$ cat config.mk
export PLATFORM = sky130hd
export DESIGN_NAME = muldiv_unit
export DESIGN_NICKNAME = d
export VERILOG_FILES = /design/src/rtl/muldiv_unit.sv
export SDC_FILE = /design/constraint.sdc
export NUM_CORES = 1
export LEC_CHECK = 0
export BUFFER_PORTS_ARGS = -buffer_cell sky130_fd_sc_hd__buf_2
export CORE_MARGIN = 3
export CORE_UTILIZATION = 62
export CTS_BUF_LIST = sky130_fd_sc_hd__clkbuf_4
export DETAILED_ROUTE_END_ITERATION = 16
export PLACE_DENSITY = 0.83
export SYNTH_ARGS = -nofsm -noshare
export SYNTH_HDL_FRONTEND = slang
export SYNTH_SLANG_ARGS = --single-unit
$ cat constraint.sdc
create_clock -name clk -period 3.5 [get_ports clk]
set_input_delay 0.35 -clock clk [delete_from_list [all_inputs] [get_ports clk]]
set_output_delay 0.35 -clock clk [all_outputs]
set_load 0.005 [all_outputs]
$ cat src/rtl/muldiv_unit.sv
// Iterative multiply/divide unit with HI/LO result registers.
// Multiplies use shift-add and divides use restoring division, one bit per cycle on
// operand magnitudes. A single FIX cycle then applies the sign correction and writes HI/LO.
module muldiv_unit #(
  parameter int unsigned WIDTH = 32
) (
  input  logic             clk,
  input  logic             rst_n,
  input  logic             start,
  input  logic [1:0]       op,
  input  logic [WIDTH-1:0] a,
  input  logic [WIDTH-1:0] b,
  input  logic             hi_we,
  input  logic             lo_we,
  input  logic [WIDTH-1:0] wdata,
  output logic             busy,
  output logic             done,
  output logic             div_by_zero,
  output logic [WIDTH-1:0] hi,
  output logic [WIDTH-1:0] lo
);

  localparam int unsigned CntW = $clog2(WIDTH + 1);

  typedef enum logic [1:0] {StIdle, StRun, StFix, StDone} state_e;

  state_e             state_q, state_d;
  logic               is_div_q, is_div_d;
  logic               sign_a_q, sign_a_d;
  logic               sign_b_q, sign_b_d;
  logic [WIDTH-1:0]   mag_a_q, mag_a_d;
  logic [WIDTH-1:0]   mag_b_q, mag_b_d;
  // Multiply: {partial product, remaining multiplier bits}. Divide: low half is the
  // dividend shifting out while quotient bits shift in.
  logic [2*WIDTH-1:0] acc_q, acc_d;
  logic [WIDTH-1:0]   rem_q, rem_d;
  logic [CntW-1:0]    cnt_q, cnt_d;
  logic [WIDTH-1:0]   hi_q, hi_d;
  logic [WIDTH-1:0]   lo_q, lo_d;
  logic               busy_q, busy_d;
  logic               done_q, done_d;
  logic               dbz_q, dbz_d;

  logic               in_signed, in_neg_a, in_neg_b;
  logic [WIDTH-1:0]   in_mag_a, in_mag_b;
  logic [WIDTH:0]     mul_sum;
  logic [WIDTH:0]     div_shift, div_diff;
  logic [2*WIDTH-1:0] prod_fix;
  logic [WIDTH-1:0]   quo_fix, rem_fix;

  // Next-state, datapath step and sign correction.
  always_comb begin
    state_d  = state_q;
    is_div_d = is_div_q;
    sign_a_d = sign_a_q;
    sign_b_d = sign_b_q;
    mag_a_d  = mag_a_q;
    mag_b_d  = mag_b_q;
    acc_d    = acc_q;
    rem_d    = rem_q;
    cnt_d    = cnt_q;
    hi_d     = hi_q;
    lo_d     = lo_q;
    dbz_d    = 1'b0;

    // op[0]=0 selects the signed variants.
    in_signed = ~op[0];
    in_neg_a  = in_signed & a[WIDTH-1];
    in_neg_b  = in_signed & b[WIDTH-1];
    in_mag_a  = in_neg_a ? -a : a;
    in_mag_b  = in_neg_b ? -b : b;

    mul_sum   = {1'b0, acc_q[2*WIDTH-1:WIDTH]} + (acc_q[0] ? {1'b0, mag_a_q} : '0);
    div_shift = {rem_q, acc_q[WIDTH-1]};
    div_diff  = div_shift - {1'b0, mag_b_q};

    prod_fix = (sign_a_q ^ sign_b_q) ? -acc_q : acc_q;
    quo_fix  = (sign_a_q ^ sign_b_q) ? -acc_q[WIDTH-1:0] : acc_q[WIDTH-1:0];
    rem_fix  = sign_a_q ? -rem_q : rem_q;

    unique case (state_q)
      StIdle, StDone: begin
        if (start) begin
          is_div_d = op[1];
          sign_a_d = in_neg_a;
          sign_b_d = in_neg_b;
          mag_a_d  = in_mag_a;
          mag_b_d  = in_mag_b;
          cnt_d    = CntW'(WIDTH);
          rem_d    = '0;
          acc_d    = op[1] ? {{WIDTH{1'b0}}, in_mag_a} : {{WIDTH{1'b0}}, in_mag_b};
          if (op[1] && (b == '0)) begin
            state_d = StDone;
            dbz_d   = 1'b1;
          end else begin
            state_d = StRun;
          end
        end else begin
          state_d = StIdle;
          if (hi_we) hi_d = wdata;
          if (lo_we) lo_d = wdata;
        end
      end
      StRun: begin
        cnt_d = cnt_q - CntW'(1);
        if (is_div_q) begin
          // Restoring step: keep the subtraction only when it did not borrow.
          rem_d = div_diff[WIDTH] ? div_shift[WIDTH-1:0] : div_diff[WIDTH-1:0];
          acc_d = {acc_q[2*WIDTH-1:WIDTH], acc_q[WIDTH-2:0], ~div_diff[WIDTH]};
        end else begin
          acc_d = {mul_sum, acc_q[WIDTH-1:1]};
        end
        if (cnt_q == CntW'(1)) state_d = StFix;
      end
      StFix: begin
        if (is_div_q) begin
          hi_d = rem_fix;
          lo_d = quo_fix;
        end else begin
          hi_d = prod_fix[2*WIDTH-1:WIDTH];
          lo_d = prod_fix[WIDTH-1:0];
        end
        state_d = StDone;
      end
      default: state_d = StIdle;
    endcase

    busy_d = (state_d == StRun) || (state_d == StFix);
    done_d = (state_d == StDone);
  end

  // State and registered outputs, synchronous active-low reset.
  always_ff @(posedge clk) begin
    if (!rst_n) begin
      state_q  <= StIdle;
      is_div_q <= 1'b0;
      sign_a_q <= 1'b0;
      sign_b_q <= 1'b0;
      mag_a_q  <= '0;
      mag_b_q  <= '0;
      acc_q    <= '0;
      rem_q    <= '0;
      cnt_q    <= '0;
      hi_q     <= '0;
      lo_q     <= '0;
      busy_q   <= 1'b0;
      done_q   <= 1'b0;
      dbz_q    <= 1'b0;
    end else begin
      state_q  <= state_d;
      is_div_q <= is_div_d;
      sign_a_q <= sign_a_d;
      sign_b_q <= sign_b_d;
      mag_a_q  <= mag_a_d;
      mag_b_q  <= mag_b_d;
      acc_q    <= acc_d;
      rem_q    <= rem_d;
      cnt_q    <= cnt_d;
      hi_q     <= hi_d;
      lo_q     <= lo_d;
      busy_q   <= busy_d;
      done_q   <= done_d;
      dbz_q    <= dbz_d;
    end
  end

  assign busy        = busy_q;
  assign done        = done_q;
  assign div_by_zero = dbz_q;
  assign hi          = hi_q;
  assign lo          = lo_q;

endmodule

==> results.py <==
metrics = {
    "route": {
        "viasPerCell": 6.444,
        "vias": 18841,
        "avgRoutedWirePerCell_um": 21.53,
        "wirelength_um": 62950,
        "first_iter_violations": 2373,
        "final_antenna_net_count": 0,
        "drtPass1Iterations": 8,
        "drc_errors": 0,
    },
    "worst_setup_path": {
        "critPathTopFamily": "compound AO/OA/AOI/OAI gates",
        "cp_slowest_cell": "dfxtp_1",
        "path_class": "flip-flop to flip-flop",
        "crit_end": "rem_q[22]$_SDFFE_PN0P_",
        "crit_path_start_kind": "flip-flop",
        "regToRegEndpoint": "rem_q[22]$_SDFFE_PN0P_",
        "cp.depth": 11,
        "cp-startpoint": "rem_q[4]$_SDFFE_PN0P_",
        "path_cells": "ha_1 > a21o_1 > a211o_1 > o21bai_1 > a211oi_1 > or3_1 > o311a_2 > buf_4 > buf_12 > a32oi_1 > o31ai_1",
        "rrSetupSlack_ps": 220,
        "path_buf_inv": 2,
        "crit-reg2reg-launch": "rem_q[4]$_SDFFE_PN0P_",
        "cp_max_fo": 15,
        "critPathArrivalTime_ps": 3850,
        "end_kind": "flip-flop",
        "max_stage_delay_ps": 470,
        "cp_data_required_time_ps": 4070,
        "rr_worst_depth": 11,
    },
    "layout": {
        "area_delta_synth_final_pct": 13.57,
        "multi_input_area_um2": 11880,
        "drive_above_1_share": 0.1548,
        "finalNonFillerCells": 2924,
        "nFillCells": 2306,
        "finish.net_count": 2684,
        "final-seq-area_um2": 4768,
    },
    "global_route": {
        "antenna_found_initial": 1,
        "grt.total_usage": 0.3964,
        "grt_max_degree": 85,
        "grt_pass1_vias": 17029,
        "grt.overflow.total": 0,
        "grt_pass1_wl_um": 95590,
    },
    "logic_synthesis": {
        "yosys_register_bits": 238,
        "ys_types": 74,
        "synth_top_area_share": 0.2725,
        "yosysTopAreaCell": "dfxtp_1",
        "synth.avg_cell_area_um2": 7.475,
        "synth_most_common_cell": "nor2_1",
        "synth-edff-count": 0,
        "syn_nets": 2517,
        "yosys-top-cells-area": "dfxtp_1 (27%), a21oi_1 (5.9%), nor2_1 (5.4%), ha_1 (5.2%), xnor2_1 (5.1%)",
        "ys.flop_type": "dfxtp_1",
        "ys_warn_count": 0,
        "synth_area_um2": 17480,
        "synthTopCellsByCount": "nor2_1 (253), dfxtp_1 (238), nand2_1 (208)",
        "yosysSeqAreaShare": 0.2725,
        "syn_inst": 2339,
        "async_flop_share": 0,
    },
    "clock_tree": {
        "clkLatencyLatePin_ps": 730,
        "cts.sinks": 238,
        "cts_made_buffers": 66,
        "clk_pin_slew_ps": 70,
        "cts-htree-levels": 3,
        "cts_tree": "yes",
        "cts_root_buffer": "clkbuf_4",
        "cts_max_path_buffers": 3,
    },
    "sta": {
        "fin_tns_setup_ps": 0,
        "setup_viol": 0,
        "report.final.slew_viol_count": 0,
        "worstMarginPinSlew_ps": 1039,
        "fin_crit_sh": 0.9376,
        "fmax_mhz": 304.7,
        "fin_crit_ps": 3282,
        "relSlewSlack": 0.3058,
        "fin_ws_ps": 218.2,
        "skew_ps": 57.21,
        "rsz0062_at_grt": "no",
        "hold_viol_final": 0,
    },
    "placed_design": {
        "dp.cells": 2794,
        "pre_cts_ws_ps": 234.7,
        "place_congestion": 1.041,
        "dp_hpwl_um": 48860,
        "io_buffers": 169,
    },
    "power": {
        "p_leak_uw": 0.008378,
        "vdd_drop_max_uv": 299.1,
        "power.density_nw_per_um2": 369.4,
    },
    "floorplan": {
        "die_h_um": 173.9,
        "core_um2": 27330,
        "die_area_um2": 30250,
        "die_width_um": 173.9,
        "start_util": 0.6398,
        "rows": 60,
        "io_pins": 170,
    },
    "job": {
        "max_cap_violations": 0,
    },
    "outcome": {
        "outcome": "finished clean",
    },
    "min_path": {
        "hold_depth": 3,
        "hold_class": "input pin to flip-flop",
    },
}
[cells by family after synthesis]
group,synth area share
muxes,0.04587
adders and majority gates,0.05453
AOI/OAI and AO/OA,0.2664
buffers and inverters,0.05110
and+or+nand+nor,0.2165
DFF,0.2725
xor gates and xnor gates,0.09317
[report_power, final]
part	switching, uW	total, uW	internal [uW]
clock	1270	2610	1330
combinational	1090	1710	623
sequential	152	3020	2860
[how the worst min path moves through the flow]
stage / end / start / slack [ps]
5_1_grt: lo[22]$_SDFFE_PN0P_ / wdata[22] / 10
4_1_cts: is_div_q$_SDFFE_PN0P_ / op[1] / 6
6_report: lo[22]$_SDFFE_PN0P_ / wdata[22] / 40
3_5_place_dp: hi[6]$_SDFFE_PN0P_ / hi[6]$_SDFFE_PN0P_ / 450
3_3_place_gp: hi[6]$_SDFFE_PN0P_ / hi[6]$_SDFFE_PN0P_ / 450
2_1_floorplan: mag_a_q[0]$_SDFFE_PN0P_ / mag_a_q[0]$_SDFFE_PN0P_ / 430
[state kept, by name, summed over array words and instances (netlist names), 2 cells and up]
name,count
cnt_q,6
acc_q,64
state_q,2
mag_a_q,32
lo,32
rem_q,32
mag_b_q,32
hi,32
[final cells by class]
| cell class | count | area share |
|---|---|---|
| antenna | 1 | 0.0001260 |
| clock buffer | 88 | 0.03327 |
| clock inverter | 25 | 0.008822 |
| inverter | 72 | 0.01374 |
| multi-input combinational | 1866 | 0.5984 |
| sequential | 238 | 0.2401 |
| tap | 372 | 0.02344 |
| timing repair buffer | 262 | 0.08204 |
[worst min-delay path: stages]
cell,delay (ps)
buf_2,90
o21ai_0,130
o21ai_0,150
[metal layers]
| layer | global-route usage | wire length, um | vias to the layer above |
|---|---|---|---|
| met2 | 0.5728 | 25800 | 1176 |
| met4 | 0.1924 | 3350 | 0 |
| met5 | 0 | 0 | - |
| li1 | - | - | 8840 |
| met1 | 0.5449 | 26000 | 8616 |
| met3 | 0.1088 | 7807 | 209 |
[through the flow]
stage / cell area [um2] / total power (uW) / hold WS [ps] / utilization
after detailed placement: 18860 / 4701 / 453.4 / 0.6903
final: 19860 / 7335 / 35.03 / 0.7266
after CTS: 19840 / 7283 / 6.184 / 0.7260
after global placement: 18860 / 4668 / 445.2 / 0.6903
after global routing: 19860 / 7630 / 13.96 / 0.7266
after floorplan: 17480 / 4083 / 431.7 / -
[cells in the final DEF, fill, tap and decap left out, types with 16 or more instances in the layout]
cell      instances
a211oi_1         92
a21o_1           22
a21oi_1         204
a31oi_1          33
and2_1           44
buf_2           169
buf_4            75
clkbuf_4         88
dfxtp_1         237
ha_1             72
inv_1            71
mux2i_1          70
nand2_1         208
nand2b_1         27
nand3_1          52
nor2_1          252
nor2b_1          22
nor3_1           54
nor3b_1          16
nor4_1           24
o211ai_1         25
o21ai_0         166
o31ai_1          32
o41ai_1          19
or3_1            16
xnor2_1         100
xor2_1           84
[what timing repair did]
action / in CTS / in global routing
setup endpoints to repair: 0 / 13
resized for setup: 0 / 1
hold buffers: 14 / 0
buffers inserted: 0 / 2
hold endpoints to repair: 14 / 0
(Power assumes the default switching activity.)
